$ cat src/rtl/hls_seq_pkg.sv
// Shared types and default timing constants for the HLS method-call sequencer.
package hls_seq_pkg;

  typedef enum logic [2:0] {
    ST_IDLE      = 3'd0,
    ST_DELAY     = 3'd1,
    ST_REQ       = 3'd2,
    ST_WAIT_ACK  = 3'd3,
    ST_WAIT_DONE = 3'd4,
    ST_CHECK     = 3'd5,
    ST_FINISH    = 3'd6
  } seq_state_t;

  localparam int unsigned START_DELAY_DEF = 100;
  localparam int unsigned ACK_TIMEOUT_DEF = 16;
  localparam int unsigned RUN_TIMEOUT_DEF = 200000000;

endpackage

$ cat src/rtl/seq_watchdog.sv
// Loadable down-counter shared by the settle delay and both handshake watchdogs.
// expired is high whenever the count sits at zero; load wins over enable.
module seq_watchdog #(
  parameter int CW = 32
) (
  input  logic          clk,
  input  logic          reset,
  input  logic          load,
  input  logic [CW-1:0] value,
  input  logic          enable,
  output logic          expired
);

  logic [CW-1:0] count_q, count_d;

  always_comb begin
    count_d = count_q;
    if (load) begin
      count_d = value;
    end else if (enable && (count_q != '0)) begin
      count_d = count_q - CW'(1);
    end
  end

  always_ff @(posedge clk) begin
    if (reset) begin
      count_q <= '0;
    end else begin
      count_q <= count_d;
    end
  end

  assign expired = (count_q == '0);

endmodule

$ cat src/rtl/hls_method_sequencer.sv
// Drives a synthesized method through num_runs req/busy/return handshakes,
// tallying passes and failures, with watchdogs on the acknowledge and run phases.
module hls_method_sequencer
  import hls_seq_pkg::*;
#(
  parameter int unsigned START_DELAY = START_DELAY_DEF,
  parameter int unsigned ACK_TIMEOUT = ACK_TIMEOUT_DEF,
  parameter int unsigned RUN_TIMEOUT = RUN_TIMEOUT_DEF,
  parameter int          CW          = 32
) (
  input  logic        clk,
  input  logic        reset,
  input  logic        start,
  input  logic [15:0] num_runs,
  output logic        method_req,
  input  logic        method_busy,
  input  logic        method_return,
  output logic        busy,
  output logic        done,
  output logic [15:0] pass_count,
  output logic [15:0] fail_count,
  output logic        timeout_flag,
  output logic        all_pass
);

  // Loads are one less than the cycle count: the counter expires on reaching zero.
  localparam logic [CW-1:0] DELAY_LOAD = CW'(START_DELAY - 1);
  localparam logic [CW-1:0] ACK_LOAD   = CW'(ACK_TIMEOUT - 1);
  localparam logic [CW-1:0] RUN_LOAD   = CW'(RUN_TIMEOUT - 1);

  seq_state_t  state_q, state_d;
  logic [15:0] runs_q, runs_d;
  logic [15:0] idx_q, idx_d;
  logic [15:0] pass_q, pass_d;
  logic [15:0] fail_q, fail_d;
  logic        to_q, to_d;
  logic        allp_q, allp_d;
  logic        req_q, req_d;
  logic        busy_q, busy_d;
  logic        done_q, done_d;
  logic        ret_q, ret_d;

  logic          wd_load;
  logic [CW-1:0] wd_value;
  logic          wd_en;
  logic          wd_expired;

  seq_watchdog #(.CW(CW)) u_watchdog (
    .clk     (clk),
    .reset   (reset),
    .load    (wd_load),
    .value   (wd_value),
    .enable  (wd_en),
    .expired (wd_expired)
  );

  always_comb begin
    state_d  = state_q;
    runs_d   = runs_q;
    idx_d    = idx_q;
    pass_d   = pass_q;
    fail_d   = fail_q;
    to_d     = to_q;
    allp_d   = allp_q;
    busy_d   = busy_q;
    ret_d    = ret_q;
    req_d    = 1'b0;
    done_d   = 1'b0;
    wd_load  = 1'b0;
    wd_value = '0;
    wd_en    = 1'b0;

    unique case (state_q)
      ST_IDLE: begin
        if (start) begin
          runs_d   = num_runs;
          idx_d    = '0;
          pass_d   = '0;
          fail_d   = '0;
          to_d     = 1'b0;
          allp_d   = 1'b0;
          busy_d   = 1'b1;
          wd_load  = 1'b1;
          wd_value = DELAY_LOAD;
          state_d  = ST_DELAY;
        end
      end
      ST_DELAY: begin
        wd_en = 1'b1;
        if (wd_expired) begin
          if (runs_q == '0) begin
            state_d = ST_FINISH;
          end else begin
            req_d   = 1'b1;
            state_d = ST_REQ;
          end
        end
      end
      ST_REQ: begin
        // Busy coincident with the request is not treated as the acknowledge.
        wd_load  = 1'b1;
        wd_value = ACK_LOAD;
        state_d  = ST_WAIT_ACK;
      end
      ST_WAIT_ACK: begin
        wd_en = 1'b1;
        if (method_busy) begin
          wd_load  = 1'b1;
          wd_value = RUN_LOAD;
          state_d  = ST_WAIT_DONE;
        end else if (wd_expired) begin
          to_d    = 1'b1;
          fail_d  = fail_q + 16'd1;
          state_d = ST_FINISH;
        end
      end
      ST_WAIT_DONE: begin
        wd_en = 1'b1;
        if (!method_busy) begin
          ret_d   = method_return;
          state_d = ST_CHECK;
        end else if (wd_expired) begin
          to_d    = 1'b1;
          fail_d  = fail_q + 16'd1;
          state_d = ST_FINISH;
        end
      end
      ST_CHECK: begin
        if (ret_q) begin
          pass_d = pass_q + 16'd1;
        end else begin
          fail_d = fail_q + 16'd1;
        end
        idx_d = idx_q + 16'd1;
        if (idx_d == runs_q) begin
          state_d = ST_FINISH;
        end else begin
          req_d   = 1'b1;
          state_d = ST_REQ;
        end
      end
      ST_FINISH: begin
        done_d  = 1'b1;
        busy_d  = 1'b0;
        allp_d  = (pass_q == runs_q) && (runs_q != '0) && !to_q;
        state_d = ST_IDLE;
      end
      default: begin
        state_d = ST_IDLE;
      end
    endcase
  end

  always_ff @(posedge clk) begin
    if (reset) begin
      state_q <= ST_IDLE;
      runs_q  <= '0;
      idx_q   <= '0;
      pass_q  <= '0;
      fail_q  <= '0;
      to_q    <= 1'b0;
      allp_q  <= 1'b0;
      req_q   <= 1'b0;
      busy_q  <= 1'b0;
      done_q  <= 1'b0;
      ret_q   <= 1'b0;
    end else begin
      state_q <= state_d;
      runs_q  <= runs_d;
      idx_q   <= idx_d;
      pass_q  <= pass_d;
      fail_q  <= fail_d;
      to_q    <= to_d;
      allp_q  <= allp_d;
      req_q   <= req_d;
      busy_q  <= busy_d;
      done_q  <= done_d;
      ret_q   <= ret_d;
    end
  end

  assign method_req   = req_q;
  assign busy         = busy_q;
  assign done         = done_q;
  assign pass_count   = pass_q;
  assign fail_count   = fail_q;
  assign timeout_flag = to_q;
  assign all_pass     = allp_q;

endmodule
$ cat config.mk
export PLATFORM = sky130hd
export DESIGN_NAME = hls_method_sequencer
export DESIGN_NICKNAME = d
export VERILOG_FILES = /design/src/rtl/hls_seq_pkg.sv /design/src/rtl/seq_watchdog.sv /design/src/rtl/hls_method_sequencer.sv
export SDC_FILE = /design/constraint.sdc
export NUM_CORES = 1
export LEC_CHECK = 0
export ABC_AREA = 1
export BUFFER_PORTS_ARGS = -buffer_cell sky130_fd_sc_hd__buf_2
export CORE_MARGIN = 2
export CORE_UTILIZATION = 60
export DETAILED_ROUTE_END_ITERATION = 7
export HOLD_SLACK_MARGIN = 0.12
export MAX_ROUTING_LAYER = met4
export PLACE_DENSITY = 0.8
export SLEW_MARGIN = 25
export SYNTH_ARGS = -nofsm -noshare
export SYNTH_HDL_FRONTEND = slang
export SYNTH_HIERARCHICAL = 1
export SYNTH_SLANG_ARGS = --single-unit
$ cat constraint.sdc
create_clock -name clk -period 3.7 [get_ports clk]
set_clock_uncertainty 0.2 [all_clocks]
set_input_delay 1.11 -clock clk [delete_from_list [all_inputs] [get_ports clk]]
set_output_delay 1.11 -clock clk [all_outputs]
set_load 0.01 [all_outputs]
==> results_dict.tcl <==
set metrics [dict create \
    status "finished, final reports clean" \
    ys_ff_latch 105 \
    ant_nets 0 \
    critPathMostFrequentCell "nand2_1" \
    synth_fa_ha_area_share_pct 0.765 \
    reg2reg_setup_slack_ps 660 \
    rsz0062_at_grt "false" \
    syn_area_mm2 0.00655 \
    yosysSeqAreaShare_pct 32.1 \
    max_freq_mhz 329 \
    dpl.hpwl_um 12500 \
    gp_congestion 0.949 \
    setup_viol 0 \
    grt_usage_pct 30.9 \
    ir_worst_vdd_v 0.000338 \
    synth_mux_area_share_pct 0 \
    yosysWarnings 6 \
    grt_pass1_vias 6012 \
    crit_chain "inv_1 -> ha_1 -> nand2_4 -> nor2_8 -> nand2_1 -> nor3_1 -> nand2_1 -> nor2_1 -> o21ai_0 -> inv_1 -> nand2_2 -> nor3_2 -> nand2_1 -> o21ai_0 -> a21oi_1" \
    cp.arrival_ps 3120 \
    post_drt_wl_per_cell_um 13.7 \
    fin_cells 1236 \
    drt-initial-drc-count 637 \
    core.rowCount 38 \
    startpoint "u_watchdog/count_q[0]" \
    num_antenna_cells 0 \
    fin_crit_ps 3040 \
    overflow 0 \
    slew-limit-headroom_pct 60.7 \
    finalMaxSlewViolations 0 \
    pin_count 58 \
    grt_max_degree 41 \
    wirelength_um 16900 \
    nets 1117 \
    clockRootBuffer "clkbuf_8" \
    hold_path.class "register to register" \
    min_period_over_period_pct 82.1 \
    fillerInstances 1019 \
    crit_path_end "fail_count[9]" \
    crit_path_top_delay_cell "ha_1" \
    max_stage_delay_ps 350 \
    worstMarginPinSlew_ps 586 \
    die_h_um 108 \
    postCtsHoldBufs 0 \
    cts_resized 0 \
    post_cts_buffers 0 \
    cts_num_sinks 105 \
    cp-start-kind "register" \
    required_ps 3780 \
    yosysTopAreaCell "dfxtp_1" \
    reg2reg_from "u_watchdog/count_q[0]" \
    drcViolationCount 0 \
    worst_hold_slack_ps 276 \
    final_common_cell "nand2_1" \
    synth.avg_cell_area_um2 6.35 \
    mostFrequentLayoutCells "nand2_1 (248), nor2_1 (180), dfxtp_1 (105)" \
    rr_worst_depth 15 \
    cts_buffers 9 \
    powerDensity_mw_per_mm2 618 \
    p_total_mw 4.42 \
    clk_latency_ps 390 \
    post-place-cells 1221 \
    synth_top_cell_area_share_pct 32.1 \
    setup_tns_ps 0 \
    postSynthCellCount 1031 \
    htree_levels 3 \
    start_util_pct 60.9 \
    via_per_inst 5.45 \
    portBuffers 57 \
    syn2layout_area_growth_pct 9.33 \
    crit_fanout 16 \
    cts_tree "done" \
    grt_pass1_wl_um 28100 \
    critPathKind "register to register" \
    maxCapViolCount 0 \
    dieArea_mm2 0.0118 \
    power.leakage_nw 3.09 \
    ys_types 45 \
    coreArea_mm2 0.0107 \
    synth_compound_area_share_pct 13.0 \
    synth_top_family_by_area "simple AND/OR/NAND/NOR gates" \
    synth_area_leaders "dfxtp_1 (32%), nand2_1 (14%), nor2_1 (10%)" \
    clk_pin_slew_ps 100 \
    hold_viol 0 \
    r2r-end "fail_count[9]" \
    antenna_found_initial 0 \
    drive_above_1_share_pct 12.9 \
    die_w_um 108 \
    drt_pass1_iterations 6 \
    yosys.area_share.simple_pct 42.0 \
    synth_xor_area_share_pct 3.61 \
    vias 6738 \
    worst_setup_path_end_kind "register" \
    clock_path_buffers 2 \
]
==> worst min-delay path by stage <==
stage                          startpoint                     to  slack [ps]  cells past startpoint
finish              u_watchdog/count_q[0]  u_watchdog/count_q[0]         280                      2
global route        u_watchdog/count_q[0]  u_watchdog/count_q[0]         310                      2
CTS                 u_watchdog/count_q[0]  u_watchdog/count_q[0]         280                      2
detailed placement         fail_count[15]         fail_count[15]         260                      2
global placement    u_watchdog/count_q[0]  u_watchdog/count_q[0]         250                      2
floorplan           u_watchdog/count_q[0]  u_watchdog/count_q[0]         240                      2
==> metrics by stage <==
step / utilization (%) / setup WS, ps / instance area (um^2)
6_report: 66.6 / 663 / 7160
3_5_place_dp: 64.8 / 615 / 6960
3_3_place_gp: 64.8 / 677 / 6960
4_1_cts: 66.6 / 691 / 7160
2_1_floorplan: - / 471 / 6590
5_1_grt: 66.6 / 277 / 7160
==> cells by family after synthesis <==
group	Yosys count
and+or+nand+nor	608
AOI/OAI and AO/OA	154
buffers and inverters	132
DFF	105
xor gates and xnor gates	27
adders and majority gates	4
other	1
==> cells in the mapped netlist <==
cell type,instances
o21ai_4,1
nand2_4,5
nand2_1,248
nand3_2,1
o21bai_1,6
nand3_4,1
inv_1,100
nor4_1,2
clkinv_4,1
nor2_2,10
nor3b_1,2
nand4_1,22
buf_6,6
nor2_8,1
o31ai_1,1
or2_2,3
o22ai_1,5
nor2_4,5
inv_2,4
xor2_1,16
nor3_2,16
xnor2_1,11
a21oi_1,67
nand3b_1,1
a221oi_1,2
buf_2,3
o211ai_1,1
dfxtp_1,105
a21oi_2,1
a211oi_1,3
nand3_1,88
nor3_1,12
a31oi_1,3
o21a_1,2
o211a_1,2
o21ai_1,8
clkbuf_1,16
clkbuf_2,1
ha_1,4
nand2_2,11
o2111ai_1,1
o21ai_0,51
inv_4,1
conb_1,1
nor2_1,180
==> cell type report <==
type	count	area (um^2)	area share [%]
tap	140	175	2.45
multi-input combinational	805	3930	54.9
inverter	106	405	5.67
clock inverter	6	72.6	1.01
timing repair buffer	65	345	4.83
clock buffer	9	124	1.73
sequential	105	2100	29.4
==> routing by layer <==
layer  vias up  routed length, um  share of wire [%]  global-route usage (%)
li1       3454                  -                  -                       -
met1      3018               8130                 48                    42.5
met2       240               7370                 44                    46.1
met3        26               1110                6.5                    4.70
met4         0                335                2.0                    11.4
met5         -                  0                  0                       -
==> state kept, by name (all words and copies together), names as in the netlist <==
| signal | flops |
|---|---|
| pass_count | 16 |
| u_watchdog/count_q | 32 |
| busy | 1 |
| fail_count | 16 |
| ret_q | 1 |
| idx_q | 16 |
| state_q | 3 |
| method_req | 1 |
| timeout_flag | 1 |
| runs_q | 16 |
| all_pass | 1 |
| done | 1 |
==> report_power, final <==
part           switching [mW]  internal [mW]
Combinational            1.47          0.684
Clock                   0.429          0.321
Sequential              0.217           1.30
==> critical path, delay by kind of cell (launching register included) <==
family / cells / cell delay [ps]
flip-flops: 1 / 320
AND/OR/NAND/NOR: 9 / 1470
adder cells (fa/ha/maj): 1 / 350
buffers and inverters: 2 / 180
AO/OA/AOI/OAI: 3 / 390
No activity file was read; power rests on OpenSTA's default activity.
